[src/rtl/cordic_ctrl_pkg.sv]
// Shared definitions for the iterative CORDIC sequencer: state and mode
// encodings plus default counter geometry.
package cordic_ctrl_pkg;

  localparam int DEF_ITER_W = 5;
  localparam int DEF_N_ITER = 16;

  typedef enum logic [1:0] {
    ST_IDLE  = 2'd0,
    ST_ITER  = 2'd1,
    ST_SCALE = 2'd2,
    ST_DONE  = 2'd3
  } ctrl_state_e;

  typedef enum logic {
    MODE_ROT = 1'b0,
    MODE_VEC = 1'b1
  } mode_e;

endpackage

[src/rtl/cordic_iter_ctrl.sv]
// Iterative CORDIC sequencer: accepts an op, steps a sibling down-counter through
// N_ITER micro-rotations and presents the result. Macro CORDIC_SCALE_STEP_EN adds SCALE.
module cordic_iter_ctrl
  import cordic_ctrl_pkg::*;
#(
  parameter int ITER_W = DEF_ITER_W,
  parameter int N_ITER = DEF_N_ITER
) (
  input  logic              clk,
  input  logic              reset_n,
  input  logic              soft_clr,
  input  logic              op_valid,
  input  logic              op_mode,
  output logic              op_ready,
  output logic              res_valid,
  input  logic              res_ready,
  input  logic [ITER_W-1:0] cnt_q,
  input  logic              cnt_min_tick,
  output logic              cnt_load,
  output logic [ITER_W-1:0] cnt_d,
  output logic              cnt_en,
  output logic              cnt_up,
  output logic              cnt_syn_clr,
  output logic              load_op,
  output logic              iter_en,
  output logic [ITER_W-1:0] iter_idx,
  output logic              mode_q,
  output logic              scale_en,
  output logic              load_res,
  output ctrl_state_e       dbg_state
);

  localparam logic [ITER_W-1:0] LAST_CNT = ITER_W'(N_ITER - 1);

  ctrl_state_e state_q, state_d;
  logic        mode_d;

  // Handshakes: a transfer happens on a cycle where valid and ready are both 1;
  // valid never depends on ready, and ready here depends only on state and soft_clr.
  always_ff @(posedge clk or negedge reset_n) begin
    if (!reset_n) begin
      state_q <= ST_IDLE;
      mode_q  <= 1'b0;
    end else begin
      state_q <= state_d;
      mode_q  <= mode_d;
    end
  end

  always_comb begin
    state_d     = state_q;
    mode_d      = mode_q;
    op_ready    = 1'b0;
    cnt_load    = 1'b0;
    cnt_en      = 1'b0;
    cnt_syn_clr = 1'b0;
    load_op     = 1'b0;
    iter_en     = 1'b0;
    scale_en    = 1'b0;
    load_res    = 1'b0;
    if (soft_clr) begin
      state_d     = ST_IDLE;
      cnt_syn_clr = 1'b1;
    end else begin
      case (state_q)
        ST_IDLE: begin
          op_ready = 1'b1;
          if (op_valid) begin
            cnt_load = 1'b1;
            load_op  = 1'b1;
            mode_d   = op_mode;
            state_d  = ST_ITER;
          end
        end
        ST_ITER: begin
          iter_en = 1'b1;
          // Counter is held at zero on the last iteration so it never wraps.
          if (!cnt_min_tick) begin
            cnt_en = 1'b1;
          end else begin
`ifdef CORDIC_SCALE_STEP_EN
            state_d = ST_SCALE;
`else
            load_res = 1'b1;
            state_d  = ST_DONE;
`endif
          end
        end
        ST_SCALE: begin
`ifdef CORDIC_SCALE_STEP_EN
          scale_en = 1'b1;
          load_res = 1'b1;
          state_d  = ST_DONE;
`else
          state_d  = ST_IDLE;
`endif
        end
        ST_DONE: begin
          if (res_ready) begin
            cnt_syn_clr = 1'b1;
            state_d     = ST_IDLE;
          end
        end
        default: state_d = ST_IDLE;
      endcase
    end
  end

  assign res_valid = (state_q == ST_DONE);
  assign cnt_d     = LAST_CNT;
  assign cnt_up    = 1'b0;
  assign iter_idx  = LAST_CNT - cnt_q;
  assign dbg_state = state_q;

endmodule
[config.mk]
export PLATFORM = sky130hd
export DESIGN_NAME = cordic_iter_ctrl
export DESIGN_NICKNAME = d
export VERILOG_FILES = /design/src/rtl/cordic_ctrl_pkg.sv /design/src/rtl/cordic_iter_ctrl.sv
export SDC_FILE = /design/constraint.sdc
export NUM_CORES = 1
export LEC_CHECK = 0
export CAP_MARGIN = 15
export CORE_AREA = 2 2 39 41
export CTS_BUF_LIST = sky130_fd_sc_hd__clkbuf_8
export CTS_CLUSTER_SIZE = 40
export DETAILED_ROUTE_END_ITERATION = 8
export DIE_AREA = 0 0 41 43
export PLACE_DENSITY = 0.65
export SLEW_MARGIN = 30
export SYNTH_ARGS = -nofsm -noshare
export SYNTH_HDL_FRONTEND = slang
export SYNTH_SLANG_ARGS = --single-unit
[constraint.sdc]
create_clock -name clk -period 2.2 [get_ports clk]
set_input_delay 0.66 -clock clk [delete_from_list [all_inputs] [get_ports clk]]
set_output_delay 0.66 -clock clk [all_outputs]
set_load 0.1 [all_outputs]
---- Yosys cells after proc, flatten, opt, wreduce, memory -nomap -nowiden ----
Index checks and enable logic that the tools add are counted.
Widths: inputs -> output; s select.
storage, ports and cells
  register bits ........................... 3
  latch bits .............................. 0
  memory bits (writable) .................. 0
  ROM bits ................................ 0
  output and inout port bits .............. 23
  memories kept ........................... 0
operators by class
  add/subtract/negate cells ............... 1
  multiply operators ...................... 0
  divide/modulo/power cells ............... 0
  $lt $le $gt $ge ......................... 0
  equal/unequal tests ..................... 6
  shifts and indexed selects .............. 0
  mux-type cells .......................... 21
  bitwise logic cells ..................... 1
  reductions and logical operators ........ 3
operator list
  operator             count
  $mux 1               16
  $mux 2               4
  $pmux 2 s4           1
  $ne 3x3->1 const B   2
  $reduce_and 3->1     2
  $sub 4x5->5 const A  1
  $eq 2x2->1 const B   2
  $ne 3x2->1 const B   1
  $eq 2x1->1 const B   1
  $logic_not 2->1      1
  $not 1->1            1

---- Longest topological paths before layout ----
  depth after elaboration ................. 3
  depth in mapped cells ................... 2
  mapped depth without buffers ............ 2

---- Worst setup path before layout ----
Ideal clock, no wire load.
  path kind ............................... flip-flop to output port
  from .................................... register state_q[0], in the netlist dbg_state[0]
  to ...................................... output port cnt_en
  data arrival time ....................... 3.892 ns
  required time ........................... 1.540 ns
  setup slack ............................. -2.352 ns
  stages on the path, launching flop included .. 3
  cells stage by stage .................... dfrtp_1 -> nor3b_2 -> nor2b_1
on the way
  longest elaborated chain between the ends .. 3
RTL lines
  item                    RTL line                source
  from (decl)             cordic_iter_ctrl.sv:35  ctrl_state_e state_q, state_d;
  from (signal assigned)  cordic_iter_ctrl.sv:45  state_q <= state_d;
  $eq 2x1->1              cordic_iter_ctrl.sv:65  case (state_q)
  $mux 1                  cordic_iter_ctrl.sv:65
  $mux 1                  cordic_iter_ctrl.sv:61  if (soft_clr) begin
  to (decl)               cordic_iter_ctrl.sv:21  output logic cnt_en,
Every way passes these cells.

---- Worst setup path in the final report ----
  from .................................... input port res_ready
  to ...................................... output port cnt_syn_clr
on the way
  longest elaborated chain between the ends .. 3
RTL lines
  item         RTL line                source
  from (decl)  cordic_iter_ctrl.sv:16  input logic res_ready,
  $mux 1       cordic_iter_ctrl.sv:99  if (res_ready) begin
  $mux 1       cordic_iter_ctrl.sv:65
  $mux 1       cordic_iter_ctrl.sv:61
  to (decl)    cordic_iter_ctrl.sv:23  output logic cnt_syn_clr,
Every way passes these cells.

==> results.cfg <==
[timing]
hold_viol_final = 0
setup_viol = 0
rsz0062_at_grt = false
min_period_ps = 2130
clock.fmax_mhz = 470
maxSlewViolCount = 0
fin_setup_tns_ps = 0
hold_ws_ps = 484
clock_skew_ps = 1.64
fin_crit_sh = 0.966

[place]
dp.final_hpwl_um = 596
dp.cells = 73
portBuffers = 25
routabilityCongestion = 0.640

[synthesis]
synth_compound_area_frac = 0.107
ys_ff_latch = 3
synth_top_family_by_area = buffers and inverters
synth_mux_area_frac = 0.0402
netlist.area_leader.share = 0.268
synth_area_per_cell_sq_um = 8.76
synthTopCellsByArea = dfrtp_1 27%, buf_4 24%, nor4b_4 8.5%, inv_1 6.7%, and2_1 4.5%
ys_types = 16
synth-simple-area-share = 0.250
synthAdderAreaFrac = 0
ys_seq_area_frac = 0.268
synth-xor-area-share = 0
netlist_instances = 32
synthesis.area_sq_um = 280
synth_top_cell_by_area = dfrtp_1
yosys_warnings = 0

[clock_tree]
clk_pin_slew_ps = 30
tritoncts = built
cts.path.max_buffers = 2
clock_latency_ps = 220
numCtsBuffers = 3
htree_num_levels = 1
clock_sinks = 3
cts_root_buf = clkbuf_8

[routing]
num_vias = 297
vias_per_cell = 3.81
drt_pass1_iterations = 2
wl_um = 752
ant_nets = 0
drc = 0
drt_iter0_drc = 2
wire_per_inst_um = 9.64

[global_route]
overflow = 0
antenna_found_initial = 0
grt_max_degree = 9
grt_pass1_wl_um = 1320
grtUsageTotal = 0.123
grt_pass1_vias = 334

[critical_path]
start_kind = input pin
crit_chain = clkdlybuf4s50_1 -> a21o_2 -> buf_12
cp-end-kind = output pin
path_class = in2out
arrival_ps = 1470
critPathRequiredTime_ps = 1540
cp_max_fo = 2
critical-path-slowest-cell = clkdlybuf4s50_1
cp_slowest_stage_delay_ps = 420

[final_layout]
multi_input_area_sq_um = 160
synthToLayoutAreaGrowth_pct = 166
nets = 75
seq_area_sq_um = 82.6
layout-drive-gt1-share = 0.532
fillers = 134
fin_cells = 78
n_antenna_cell = 0

[floorplan]
io_pins = 35
die_x_um = 41
initial_core_util = 0.203
core.rowCount = 14
die_y_um = 43
dieArea_sq_um = 1760
core_region_area_sq_um = 1380

[status]
outcome = finished clean

[power]
leakagePower_nw = 0.350
power_density_nw_per_um2 = 735
ir_drop_uv = 364

[min_path]
hold_class = reg2reg

[run]
maxCapViolations = 0
[cells in the mapped netlist]
master,count
a21oi_1,1
and2_1,2
nor4b_4,1
inv_1,5
nand2b_1,1
nor3b_2,1
a21o_1,1
dfrtp_1,3
buf_4,9
mux2_1,1
conb_1,2
o21bai_1,1
a2111oi_1,1
nor2_1,1
nor2b_1,1
nor3_1,1
[critical path: cells and delay by family]
kind	cells	cell delay [ps]
AO/OA/AOI/OAI	1	220
buffers and inverters	2	580
[cells in the final DEF (no fill, tap or decap), drive strengths merged, types with 2 or more instances in the layout]
cell	Yosys	final
inv	5	6
dfrtp	3	3
conb	2	7
buf	9	21
and2	2	2
clkdlybuf4s50	0	7
clkbuf	0	3
dlygate4sd2	0	2
[power breakdown]
group / leakage [nW] / switching [W] / internal, W
clock network: 0.0269 / 0.0000432 / 0.000119
logic: 0.288 / 0.000218 / 0.0000924
registers: 0.0348 / 0.0000103 / 0.0000640
[metrics by stage]
stage          setup slack [ps]  instance area (sq um)  power, W   util
6_report                   74.2                    744  0.000547  0.538
5_1_grt                    50.8                    744  0.000568  0.538
2_1_floorplan              -740                    333  0.000303      -
3_3_place_gp               -318                    699  0.000385  0.505
3_5_place_dp               -353                    699  0.000387  0.505
4_1_cts                    66.5                    744  0.000553  0.538
[kinds of logic (layout without fill, tap and decap cells)]
kind of cell	count (synthesis)	in the layout
AO/OA/AOI/OAI	4	4
AND/OR/NAND/NOR	8	8
multiplexers	1	1
flip-flops	3	3
other	2	7
buffers and inverters	14	39
[final timing paths]
check                              from  slack [ps]            to  cells past startpoint
hold reg to reg                  mode_q         480        mode_q                      1
hold / removal                   mode_q         480        mode_q                      1
min in group asynchronous       reset_n         620  dbg_state[1]                      1
setup / recovery              res_ready          70   cnt_syn_clr                      3
max in group asynchronous       reset_n        1420  dbg_state[0]                      1
setup reg to reg           dbg_state[0]         700        mode_q                      4
[registers in the layout, summed over array words and instances, names as in the netlist]
name,flops
mode_q,1
dbg_state,2
[routing by layer]
metal,up-vias,track usage,wire (um)
li1,143,-,-
met5,-,0,0
met2,19,0.197,449
met1,132,0.0932,208
met3,3,0.0524,63
met4,0,0.140,31
[final cells by class]
type / instances / share of cell area
clock buffer: 3 / 0.0555
clock inverter: 1 / 0.00504
inverter: 5 / 0.0252
multi-input combinational: 20 / 0.215
sequential: 3 / 0.111
tap: 16 / 0.0269
timing repair buffer: 30 / 0.561
[repair_timing]
item	CTS	global route
hold buffers	0	0
resized for setup	6	0
endpoints found under the setup margin	7	0
buffers inserted	1	0
(Power assumes the default switching activity.)
